$ cat src/rtl/sound_queue.sv
`timescale 1ns/1ps
`default_nettype none
// sound_queue: prioritised 4-deep queue of game sound codes driving an active-low
// trigger to an external sound player, with per-sound play and inter-sound gap timing.
module sound_queue #(
    parameter int T_SHORT  = 1_000_000,
    parameter int T_LONG   = 2_500_000,
    parameter int TRIG_LEN = 4,
    parameter int GAP_LEN  = 250_000
) (
    input  logic       clk,
    input  logic       rst_n,
    input  logic       ev_start,
    input  logic       ev_drop,
    input  logic       ev_error,
    input  logic       ev_victory,
    input  logic       mute,
    output logic       snd_start,
    output logic [1:0] snd_type,
    output logic       busy,
    output logic       dropped
);

    localparam int LEN_START = 4 * (T_LONG + 1) + 4;
    localparam int LEN_DROP  = 2 * (T_SHORT + 1) + 4;
    localparam int LEN_ERROR = 2 * (T_LONG + 1) + 4;
    localparam int LEN_VICT  = 13 * (T_LONG + 1) + 4;
    localparam int LEN_MAX_A = (LEN_VICT > LEN_DROP) ? LEN_VICT : LEN_DROP;
    localparam int LEN_MAX_B = (LEN_MAX_A > GAP_LEN) ? LEN_MAX_A : GAP_LEN;
    localparam int LEN_MAX   = (LEN_MAX_B > TRIG_LEN) ? LEN_MAX_B : TRIG_LEN;
    localparam int TW        = $clog2(LEN_MAX) + 1;

    localparam logic [1:0] CODE_START = 2'b00;
    localparam logic [1:0] CODE_DROP  = 2'b01;
    localparam logic [1:0] CODE_ERROR = 2'b10;
    localparam logic [1:0] CODE_VICT  = 2'b11;

    typedef enum logic [1:0] {
        ST_IDLE = 2'd0,
        ST_TRIG = 2'd1,
        ST_PLAY = 2'd2,
        ST_GAP  = 2'd3
    } state_t;

    state_t          state;
    logic [TW-1:0]   timer;
    logic [TW-1:0]   play_len;

    logic [1:0]      mem [4];
    logic [1:0]      rd_ptr;
    logic [1:0]      wr_ptr;
    logic [2:0]      count;

    logic            ev_any;
    logic            ev_multi;
    logic [2:0]      ev_num;
    logic [1:0]      ev_code;
    logic            fifo_full;
    logic            pop;
    logic            push;
    logic            drop_now;

    // Event arbitration: only the most important event of a cycle survives.
    always_comb begin
        ev_num  = {2'b00, ev_start} + {2'b00, ev_drop} + {2'b00, ev_error} + {2'b00, ev_victory};
        ev_any  = (ev_num != 3'd0);
        ev_multi = (ev_num > 3'd1);
        ev_code = CODE_START;
        if (ev_victory) begin
            ev_code = CODE_VICT;
        end else if (ev_error) begin
            ev_code = CODE_ERROR;
        end else if (ev_drop) begin
            ev_code = CODE_DROP;
        end
    end

    always_comb begin
        fifo_full = (count == 3'd4);
        pop       = (state == ST_IDLE) && (count != 3'd0) && !mute;
        // A pop in the same cycle frees a slot, so a full queue can still accept.
        push      = ev_any && !ev_victory && (!fifo_full || pop);
        drop_now  = !mute && (ev_multi || (ev_any && !ev_victory && fifo_full && !pop));
    end

    always_comb begin
        play_len = TW'(LEN_START);
        case (snd_type)
            CODE_START: play_len = TW'(LEN_START);
            CODE_DROP:  play_len = TW'(LEN_DROP);
            CODE_ERROR: play_len = TW'(LEN_ERROR);
            CODE_VICT:  play_len = TW'(LEN_VICT);
            default:    play_len = TW'(LEN_START);
        endcase
    end

    always_ff @(posedge clk or negedge rst_n) begin
        if (!rst_n) begin
            for (int i = 0; i < 4; i++) begin
                mem[i] <= 2'b00;
            end
            rd_ptr <= 2'd0;
            wr_ptr <= 2'd0;
            count  <= 3'd0;
        end else if (mute) begin
            rd_ptr <= wr_ptr;
            count  <= 3'd0;
        end else if (ev_victory) begin
            // Victory replaces whatever is pending; the flushed entries are not reported.
            mem[wr_ptr] <= CODE_VICT;
            rd_ptr      <= wr_ptr;
            wr_ptr      <= wr_ptr + 2'd1;
            count       <= 3'd1;
        end else begin
            if (pop) begin
                rd_ptr <= rd_ptr + 2'd1;
            end
            if (push) begin
                mem[wr_ptr] <= ev_code;
                wr_ptr      <= wr_ptr + 2'd1;
            end
            count <= count + {2'b00, push} - {2'b00, pop};
        end
    end

    // Timers count down and leave their state on the cycle they would reach zero.
    always_ff @(posedge clk or negedge rst_n) begin
        if (!rst_n) begin
            state     <= ST_IDLE;
            timer     <= '0;
            snd_start <= 1'b1;
            snd_type  <= CODE_START;
            busy      <= 1'b0;
            dropped   <= 1'b0;
        end else begin
            busy    <= (state != ST_IDLE) || (count != 3'd0);
            dropped <= drop_now;
            case (state)
                ST_IDLE: begin
                    if (pop) begin
                        snd_type  <= mem[rd_ptr];
                        snd_start <= 1'b0;
                        timer     <= TW'(TRIG_LEN);
                        state     <= ST_TRIG;
                    end
                end
                ST_TRIG: begin
                    if (timer <= TW'(1)) begin
                        snd_start <= 1'b1;
                        timer     <= play_len;
                        state     <= ST_PLAY;
                    end else begin
                        timer <= timer - TW'(1);
                    end
                end
                ST_PLAY: begin
                    if (timer <= TW'(1)) begin
                        timer <= TW'(GAP_LEN);
                        state <= ST_GAP;
                    end else begin
                        timer <= timer - TW'(1);
                    end
                end
                ST_GAP: begin
                    if (timer <= TW'(1)) begin
                        timer <= '0;
                        state <= ST_IDLE;
                    end else begin
                        timer <= timer - TW'(1);
                    end
                end
                default: begin
                    timer     <= '0;
                    snd_start <= 1'b1;
                    state     <= ST_IDLE;
                end
            endcase
        end
    end

endmodule
`default_nettype wire

$ cat config.mk
export PLATFORM = sky130hd
export DESIGN_NAME = sound_queue
export DESIGN_NICKNAME = d
export VERILOG_FILES = /design/src/rtl/sound_queue.sv
export SDC_FILE = /design/constraint.sdc
export NUM_CORES = 1
export LEC_CHECK = 0
export CAP_MARGIN = 20
export CORE_MARGIN = 10
export CORE_UTILIZATION = 65
export DETAILED_ROUTE_END_ITERATION = 8
export GPL_ROUTABILITY_DRIVEN = 1
export PLACE_DENSITY_LB_ADDON = 0.12
export SLEW_MARGIN = 40
export SYNTH_ARGS = -nofsm -noshare
export SYNTH_HDL_FRONTEND = slang
export SYNTH_SLANG_ARGS = --single-unit
$ cat constraint.sdc
create_clock -name clk -period 7.3 [get_ports clk]
set_input_delay 1.46 -clock clk [delete_from_list [all_inputs] [get_ports clk]]
set_output_delay 1.46 -clock clk [all_outputs]
set_load 0.01 [all_outputs]
==> summary.md <==
| Metric | Value |
|---|---|
| Worst vdd ir | 0.000179 V |
| Antenna diodes | 0 |
| Worst EP required | 7.50 ns |
| Reg2Reg Depth | 5 |
| Crit end category | flop |
| GR Layer Usage met2 | 34.3% |
| P_int | 0.000461 W |
| Max-cap viol count | 0 |
| Status | finished, final reports clean |
| Period utilization | 63.0% |
| Mapped cell area | 3130 µm² |
| Synth Net Count | 377 |
| I/O Pins | 12 |
| Yosys top cell by area | dfrtp_1 |
| Layout cell share with drive strength beyond 1 | 7.89% |
| Hold Crit Class | flop to flop |
| CP Class | input pin to flop |
| Clk Latency, worst-skew pair | 0.31 ns |
| Syn-to-layout area delta | 8.60% |
| Most common cell in the netlist | dfrtp_1 |
| Total grt overflow | 0 |
| Postcts setup bufs | 0 |
| Worst-path clk slew | 0.09 ns |
| DPL Wire Length | 5380 µm |
| Resized cells post-CTS | 0 |
| Power Dens Cells | 188 nW/µm² |
| Distinct cells, synth | 51 |
| Pin count of the biggest net entering global routing | 49 |
| Top_reg_cell synth | dfrtp_1 |
| H-tree level count | 2 |
| Post-Syn Instances | 345 |
| Most instantiated cells after synthesis | dfrtp_1 (47), nor2_1 (33), nand2_1 (29) |
| Grt met3 use | 4.56% |
| Worst-case clock buffer depth | 2 |
| Seq pwr share | 51.0% |
| Remaining antenna violation count | 0 |
| CTS tree | built |
| Cts bufs inserted | 5 |
| Pleak | 1.44 nW |
| Final Hold Fails | 0 |
| Busiest metal layer after global routing | met2 |
| Synth area leaders | dfrtp_1 (38%), ha_1 (9.2%), nor2_1 (4.0%) |
| EDFF count, synth | 0 |
| Vias in the first global route | 2650 |
| Worst hold slack | 0.502 ns |
| Starting Density | 66.6% |
| Clock share of power | 31.3% |
| Highest net fanout along the worst path | 5 |
| RSZ-0062 raised after global routing | false |
| IO buf count | 11 |
| Layout Utilization | 72.4% |
| DR pass1 iterations | 5 |
| Skew final | 0.0115 ns |
| Fin. max-slew vios | 0 |
| Chip width | 89.4 µm |
| Detailed-route wire length per cell | 18.0 µm |
| Root Buffer | clkbuf_8 |
| Hold_buf cts | 0 |
| First-pass GRT wire length | 12700 µm |
| Drt initial violations | 257 |
| Max_slew headroom | 50.8% |
| Synth warn | 0 |
| Final WL | 7360 µm |
| Crit path time final | 4.60 ns |
| #FFs+latches synth | 48 |
| Initial antenna violation count | 0 |
| Die area | 7980 µm² |
| Core ar. | 4690 µm² |
| Crit start category | input pin |
| GRT Total Usage | 20.3% |
| Gpl congestion | 0.955 |
| Nets | 386 |
| Vias post-DR | 2735 |
| Clock tree sinks | 48 |
| Final setup viols | 0 |
| Switching pwr | 0.000178 W |
| Mean Syn Cell Area | 9.06 µm² |
| Top-area cell type share of the netlist area | 37.6% |
| Sw Share | 27.8% |
| Standard-cell rows | 25 |
| Grt met1 use | 23.6% |
| Die H | 89.4 µm |
| Sequential fraction of the synthesis area | 38.5% |
| DRC viols | 0 |
| Comb pwr share | 17.6% |
| Worst EP arrival | 4.80 ns |
| TNS Setup | 0 ns |
| Asr flop ratio synth | 100% |
| Cells on Worst Hold Path | 1 |
| Slew @ Worst Pin | 0.728 ns |
| Vias per cell | 6.69 |
| Fmax | 218 MHz |
## worst max-delay path: stages
cell and delay (ns):
clkdlybuf4s50_1 0.54, inv_1 0.12, fa_1 0.49, inv_1 0.04, ha_1 0.19, inv_1 0.08, ha_1 0.24, o311ai_1 0.36
ha_1 0.30, inv_1 0.06, ha_1 0.14, inv_1 0.05, fa_1 0.37, xor2_1 0.18, xnor2_1 0.13, nor2_1 0.05
## power by group through the flow
stage / registers [W] / logic [W] / clock network (W)
2_1_floorplan: 0.000324 / 0.0000813 / 0
5_1_grt: 0.000331 / 0.000129 / 0.000215
3_3_place_gp: 0.000330 / 0.000108 / 0
3_5_place_dp: 0.000332 / 0.000114 / 0
6_report: 0.000326 / 0.000113 / 0.000200
4_1_cts: 0.000327 / 0.000115 / 0.000202
## sequential cells by signal (all words and copies together) (netlist names)
name,count
busy,1
count,3
dropped,1
mem,8
rd_ptr,2
snd_start,1
snd_type,2
state,2
timer,26
wr_ptr,2
## path summary, 6_finish.rpt
check | slack, ns | to | startpoint
max | 2.70 | count[2]$_DFF_PN0_ | ev_victory
max reg2reg | 4.18 | timer[7]$_DFFE_PN0N_ | timer[7]$_DFFE_PN0N_
min | 0.50 | mem[0]$_DFFE_PN0P_ | mem[0]$_DFFE_PN0P_
min reg2reg | 0.50 | mem[0]$_DFFE_PN0P_ | mem[0]$_DFFE_PN0P_
min in group asynchronous | 1.15 | timer[5]$_DFFE_PN0N_ | rst_n
max in group asynchronous | 5.73 | timer[7]$_DFFE_PN0N_ | rst_n
## layout make-up
type                            instances  area [µm²]
Clock buffer                            5        68.8
Clock inverter                          3        47.5
Fill cell                             357        1300
Inverter                               21        78.8
Multi-Input combinational cell        265        1810
Sequential cell                        48        1200
Tap cell                               54        67.6
Timing Repair Buffer                   13         123
## stage by stage
stage	std cells	worst slack, ns	instance area (µm²)	power (W)
global route	409	2.42	3400	0.000675
finish	409	2.70	3400	0.000639
floorplan	345	3.13	3130	0.000405
CTS	409	2.69	3390	0.000644
global placement	401	2.53	3270	0.000438
detailed placement	401	2.36	3270	0.000446
## layer usage
| metal | wire length (µm) | up-vias | share of wire, % |
|---|---|---|---|
| met2 | 3580 | 119 | 49 |
| met4 | 275 | 0 | 3.7 |
| met5 | 0 | - | 0 |
| li1 | - | 1284 | - |
| met1 | 2980 | 1308 | 40 |
| met3 | 525 | 24 | 7.1 |
## cells by family (layout without fill, tap and decap cells)
group | after synthesis | after routing | share of synthesized area [%]
buf+inv | 32 | 42 | 3.92
xor+xnor | 7 | 7 | 1.96
simple gates | 127 | 127 | 21.0
mux | 11 | 11 | 4.68
compound gates | 95 | 95 | 19.4
fa+ha+maj | 25 | 25 | 10.5
flops | 48 | 48 | 38.5
## layout by cell type, fill, tap and decap left out, drive strengths merged, types with 6 or more instances in the layout
| cell | count |
|---|---|
| clkdlybuf4s50 | 10 |
| nor3 | 15 |
| dfrtp | 47 |
| ha | 23 |
| nor4 | 9 |
| nor2 | 33 |
| a21oi | 15 |
| o21ai | 36 |
| o31ai | 6 |
| inv | 21 |
| mux2 | 9 |
| nand2 | 29 |
| or3 | 10 |
| nand3 | 11 |
No activity file was read; power rests on OpenSTA's default activity.
==> RTL change 1: new RTL, same settings <==
Change the parameter `TRIG_LEN` from 4 to 2.
--- a/src/rtl/sound_queue.sv
+++ b/src/rtl/sound_queue.sv
@@ -7,3 +7,3 @@
     parameter int T_LONG   = 2_500_000,
-    parameter int TRIG_LEN = 4,
+    parameter int TRIG_LEN = 2,
     parameter int GAP_LEN  = 250_000
Formal check against the unedited RTL: not equivalent (a bounded check fails within 10 cycles, from zero or initial values and one cycle with rst_n low).
==> RTL change 1 against the unedited design <==
Final cell count increased by 4.4%; worst setup slack got worse by 0.036 ns; synthesized area increased by 2.9%; count of clock-buffer cells in the layout unchanged; total power decreased by 5.6%; routed wire length increased by 1.5%; sequential cell count unchanged; cell area increased by 0.81%; global-route usage decreased by 1.5 points; largest power group unchanged; highest routed layer unchanged.
==> RTL change 1: results (changes against the unedited design) <==
| Metric | Value |
|---|---|
| Yosys cell types | 57 (+12%) |
| Seq pwr | 0.325 mW (about the same) |
| Pin count of the biggest net entering global routing | 49 (unchanged) |
| Crit path DAT | 4.84 ns (+0.04 ns) |
| Slew @ Worst Pin | 0.8092 ns (+0.08162 ns) |
| Global-route wire length before repair | 12960 um (+2.2%) |
| P_leak | 1.418 nW (-1.4%) |
| GRT Util Overall | 18.73% (-1.5 points) |
| Worst skew pair latency | 0.31 ns (about the same) |
| Sequential-to-total area share from yosys stat | 37.36% (-1.1 points) |
| Antenna diodes | 0 (unchanged) |
| Post-synth top cells | 47 x dfrtp_1, 35 x o21ai_0, 34 x nor2_1 |
| Crit Path Max Fanout | 5 (unchanged) |
| H-tree depth | 2 (unchanged) |
| DRT iter0 DRCs | 365 (+42%) |
| Post-Layout Cell Count | 427 (+4.4%) |
| Clk_skew | 0.01104 ns (-0.0004427 ns) |
| Worst IR drop on VDD | 0.1584 mV (-11%) |
| Clk root buf | clkbuf_8 |
| Status | finished clean |
| Post-Syn Instances | 357 (+3.5%) |
| GPL Wtd Cong | 0.9332 (-2.2%) |
| Sw frac | 28.89% (+1.1 points) |
| Vias per std cell | 6.466 (-3.3%) |
| Syn_nets | 389 (+3.2%) |
| Final net count | 391 (+1.3%) |
| Initial antenna violation count | 0 (unchanged) |
| CTS Buffer Depth | 2 (unchanged) |
| Top cells by area, synth | dfrtp_1 37%, ha_1 8.9%, o21ai_0 5.4%, nor2_1 4.0%, nand2_1 3.3% |
| # placed instances | 419 (+4.5%) |
| WL per Instance | 17.49 um (-2.8%) |
| Hpwl dp | 5403 um (+0.41%) |
| CTS resizes | 0 (unchanged) |
| Port buffer count | 11 (unchanged) |
| Layout cells sized above 1 | 10.83% (+2.9 points) |
| Cell family with most CP delay | adder cells |
| Final Hold Fails | 0 (unchanged) |
| Slowest-stage cell, CP | clkdlybuf4s50_1 |
| Post-synth ARST share | 100.0% (unchanged) |
| Fillers | 384 (+7.6%) |
| Vias in the first global route | 2730 (+3.0%) |
| DRT Pass-1 Iters | 5 (unchanged) |
-- RTL change 1: metal layers --
layer	up-vias	global-route usage, %	wire length (um)
li1	1305	-	-
met1	1319	22.02	3098
met2	115	32.81	3722
met3	22	3.574	467
met4	0	7.162	181
met5	-	0	0
-- RTL change 1: cells by family after synthesis --
| group | synth area share, % |
|---|---|
| buf+inv | 5.638 |
| fa+ha+maj | 10.19 |
| xor+xnor | 1.361 |
| compound gates | 21.77 |
| simple gates | 19.48 |
| flops | 37.36 |
| mux | 4.199 |
-- RTL change 1: final cells by class --
| class | count | area share, % |
|---|---|---|
| repair buffers | 14 | 3.728 |
| inverters | 22 | 2.412 |
| flip-flops and latches | 48 | 35.12 |
| clock buffers | 5 | 2.010 |
| well taps | 67 | 2.449 |
| multi-input cells | 268 | 53.58 |
| clock inverters | 3 | 0.6944 |
-- RTL change 1: stage by stage --
| stage | worst slack, ns | total power, mW | cell area [um2] |
|---|---|---|---|
| 5_1_grt | 2.349 | 0.6398 | 3423 |
| 6_report | 2.668 | 0.6030 | 3423 |
| 4_1_cts | 2.659 | 0.6052 | 3423 |
| 2_1_floorplan | 3.041 | 0.4084 | 3218 |
| 3_3_place_gp | 2.413 | 0.4373 | 3331 |
| 3_5_place_dp | 2.339 | 0.4430 | 3331 |
-- RTL change 1: worst paths after layout --
| kind | from | endpoint | slack (ns) | depth (start not counted) |
|---|---|---|---|---|
| setup / recovery | ev_victory | count[2] | 2.67 | 16 |
| hold / removal | timer[13] | timer[13] | 0.51 | 1 |
| setup reg to reg | timer[18] | timer[21] | 4.01 | 7 |
| hold reg to reg | timer[13] | timer[13] | 0.51 | 1 |
| max in group asynchronous | rst_n | timer[2] | 5.65 | 2 |
| min in group asynchronous | rst_n | timer[3] | 1.24 | 2 |
==> RTL change 2: new RTL, same settings <==
Without the edit above. Put one more register stage on the output `snd_type`, without a reset. The value now appears one clock later. The other outputs are not delayed to match.
--- a/src/rtl/sound_queue.sv
+++ b/src/rtl/sound_queue.sv
@@ -44,2 +44,4 @@
 
+    logic [1:0] snd_type_s0;
+
     state_t          state;
@@ -87,3 +89,3 @@
         play_len = TW'(LEN_START);
-        case (snd_type)
+        case (snd_type_s0)
             CODE_START: play_len = TW'(LEN_START);
@@ -131,3 +133,3 @@
             snd_start <= 1'b1;
-            snd_type  <= CODE_START;
+            snd_type_s0 <= CODE_START;
             busy      <= 1'b0;
@@ -140,3 +142,3 @@
                     if (pop) begin
-                        snd_type  <= mem[rd_ptr];
+                        snd_type_s0 <= mem[rd_ptr];
                         snd_start <= 1'b0;
@@ -180,2 +182,6 @@
 
+    always_ff @(posedge clk) begin
+        snd_type <= snd_type_s0;
+    end
+
 endmodule
Check against the original RTL: not equivalent (Yosys sat finds a counterexample within 4 cycles, from zero or initial values and one cycle with rst_n low).
==> RTL change 2 against the unedited design <==
Cell area rose by 7.8%; total power rose by 7.8%; routed wire length increased by 12%; sequential share of layout area is 1.5 points lower; synthesized area up 7.4%; synthesized cell count rose by 10%; sequential cell count is 2 higher; worst setup slack got worse by 0.11 ns.
==> RTL change 2: results (changes against the unedited design) <==
| Metric | Value |
|---|---|
| Vias in the first global route | 2920 (+10%) |
| Slew @ Worst Pin | 0.7814 ns (+0.05386 ns) |
| GPL Wtd Cong | 0.9513 (-0.35%) |
| Final net count | 415 (+7.5%) |
| Crit path DAT | 4.91 ns (+0.11 ns) |
| Pre-CTS setup slack | 2.252 ns (-0.1062 ns) |
| DRT iter0 DRCs | 356 (+39%) |
| Post-synth top cells | 47 x dfrtp_1, 41 x nand2_1, 30 x nor2_1, 30 x o21ai_0, 26 x inv_1 |
| Status | finished clean |
| R2R Setup Slk | 4.17 ns (about the same) |
| YS warnings | 0 (unchanged) |
| P_leak | 1.480 nW (+2.9%) |
| Vias per std cell | 6.548 (-2.1%) |
| Yosys cell types | 65 (+27%) |
| R2r endpoint | timer[8] |
| Top cells by area, synth | dfrtp_1 35%, ha_1 8.6%, nand2_1 4.6%, o21ai_0 4.5%, a21oi_1 3.7% |
| Clk_skew | 0.01075 ns (-0.0007322 ns) |
| Syn_nets | 412 (+9.3%) |
| Global-route wire length before repair | 14080 um (+11%) |
| GRT Util Overall | 19.87% (-0.40 points) |
| Layout cells sized above 1 | 10.68% (+2.8 points) |
| Reg2reg start | timer[13] |
| Final Cycle Share | 64.48% (+1.5 points) |
| Top cell type's share of synthesized area | 35.04% (-2.6 points) |
| Hpwl dp | 5891 um (+9.5%) |
-- RTL change 2: cells by family after synthesis --
family	Yosys count	synth area share, %
AND/OR/NAND/NOR	139	21.43
flip-flops	50	37.01
XOR/XNOR	6	1.566
buffers and inverters	43	5.330
multiplexers	12	4.659
adder cells (fa/ha/maj)	25	9.765
AO/OA/AOI/OAI	105	20.24
-- RTL change 2: how the worst min path moves through the flow --
stage                         from          end  slack [ns]  cells after the start
floorplan           snd_type_s0[0]  snd_type[0]        0.42                      0
global placement    snd_type_s0[0]  snd_type[0]        0.47                      0
detailed placement  snd_type_s0[1]  snd_type[1]        0.49                      0
CTS                         mem[6]       mem[6]        0.51                      1
global route                mem[0]       mem[0]        0.53                      1
finish              snd_type_s0[0]  snd_type[0]        0.51                      0
-- RTL change 2: final cells by class --
type	instances	area [um2]
Multi-Input combinational cell	287	1968
Clock buffer	6	82.58
Sequential cell	50	1242
Fill cell	361	1381
Tap cell	70	87.58
Clock inverter	2	60.06
Inverter	26	97.59
Timing Repair Buffer	13	122.6
-- RTL change 2: power by group through the flow --
stage	sequential [mW]	clock [mW]	combinational, mW
2_1_floorplan	0.335	0	0.0834
3_3_place_gp	0.342	0	0.107
3_5_place_dp	0.343	0	0.113
4_1_cts	0.337	0.243	0.114
5_1_grt	0.342	0.251	0.127
6_report	0.337	0.240	0.112
-- RTL change 2: critical path: cells and delay by family --
| family | cells | cell delay [ns] |
|---|---|---|
| AOI/OAI and AO/OA | 1 | 0.44 |
| xor gates and xnor gates | 2 | 0.32 |
| adders and majority gates | 6 | 1.76 |
| buffers and inverters | 6 | 0.88 |
| and+or+nand+nor | 1 | 0.05 |
-- RTL change 2: stage by stage --
stage / cells / cell area [um2] / hold WS, ns
2_1_floorplan: 380 / 3357 / 0.4229
3_3_place_gp: 445 / 3476 / 0.4729
3_5_place_dp: 445 / 3490 / 0.4866
4_1_cts: 453 / 3632 / 0.5125
5_1_grt: 454 / 3661 / 0.5337
6_report: 454 / 3661 / 0.5065
-- RTL change 2: layer usage --
metal	global-route usage, %	up-vias	wire (um)
met1	24.42	1422	3364
li1	-	1389	-
met5	0	-	0
met3	2.608	34	444
met2	34.12	128	4159
met4	8.483	0	253
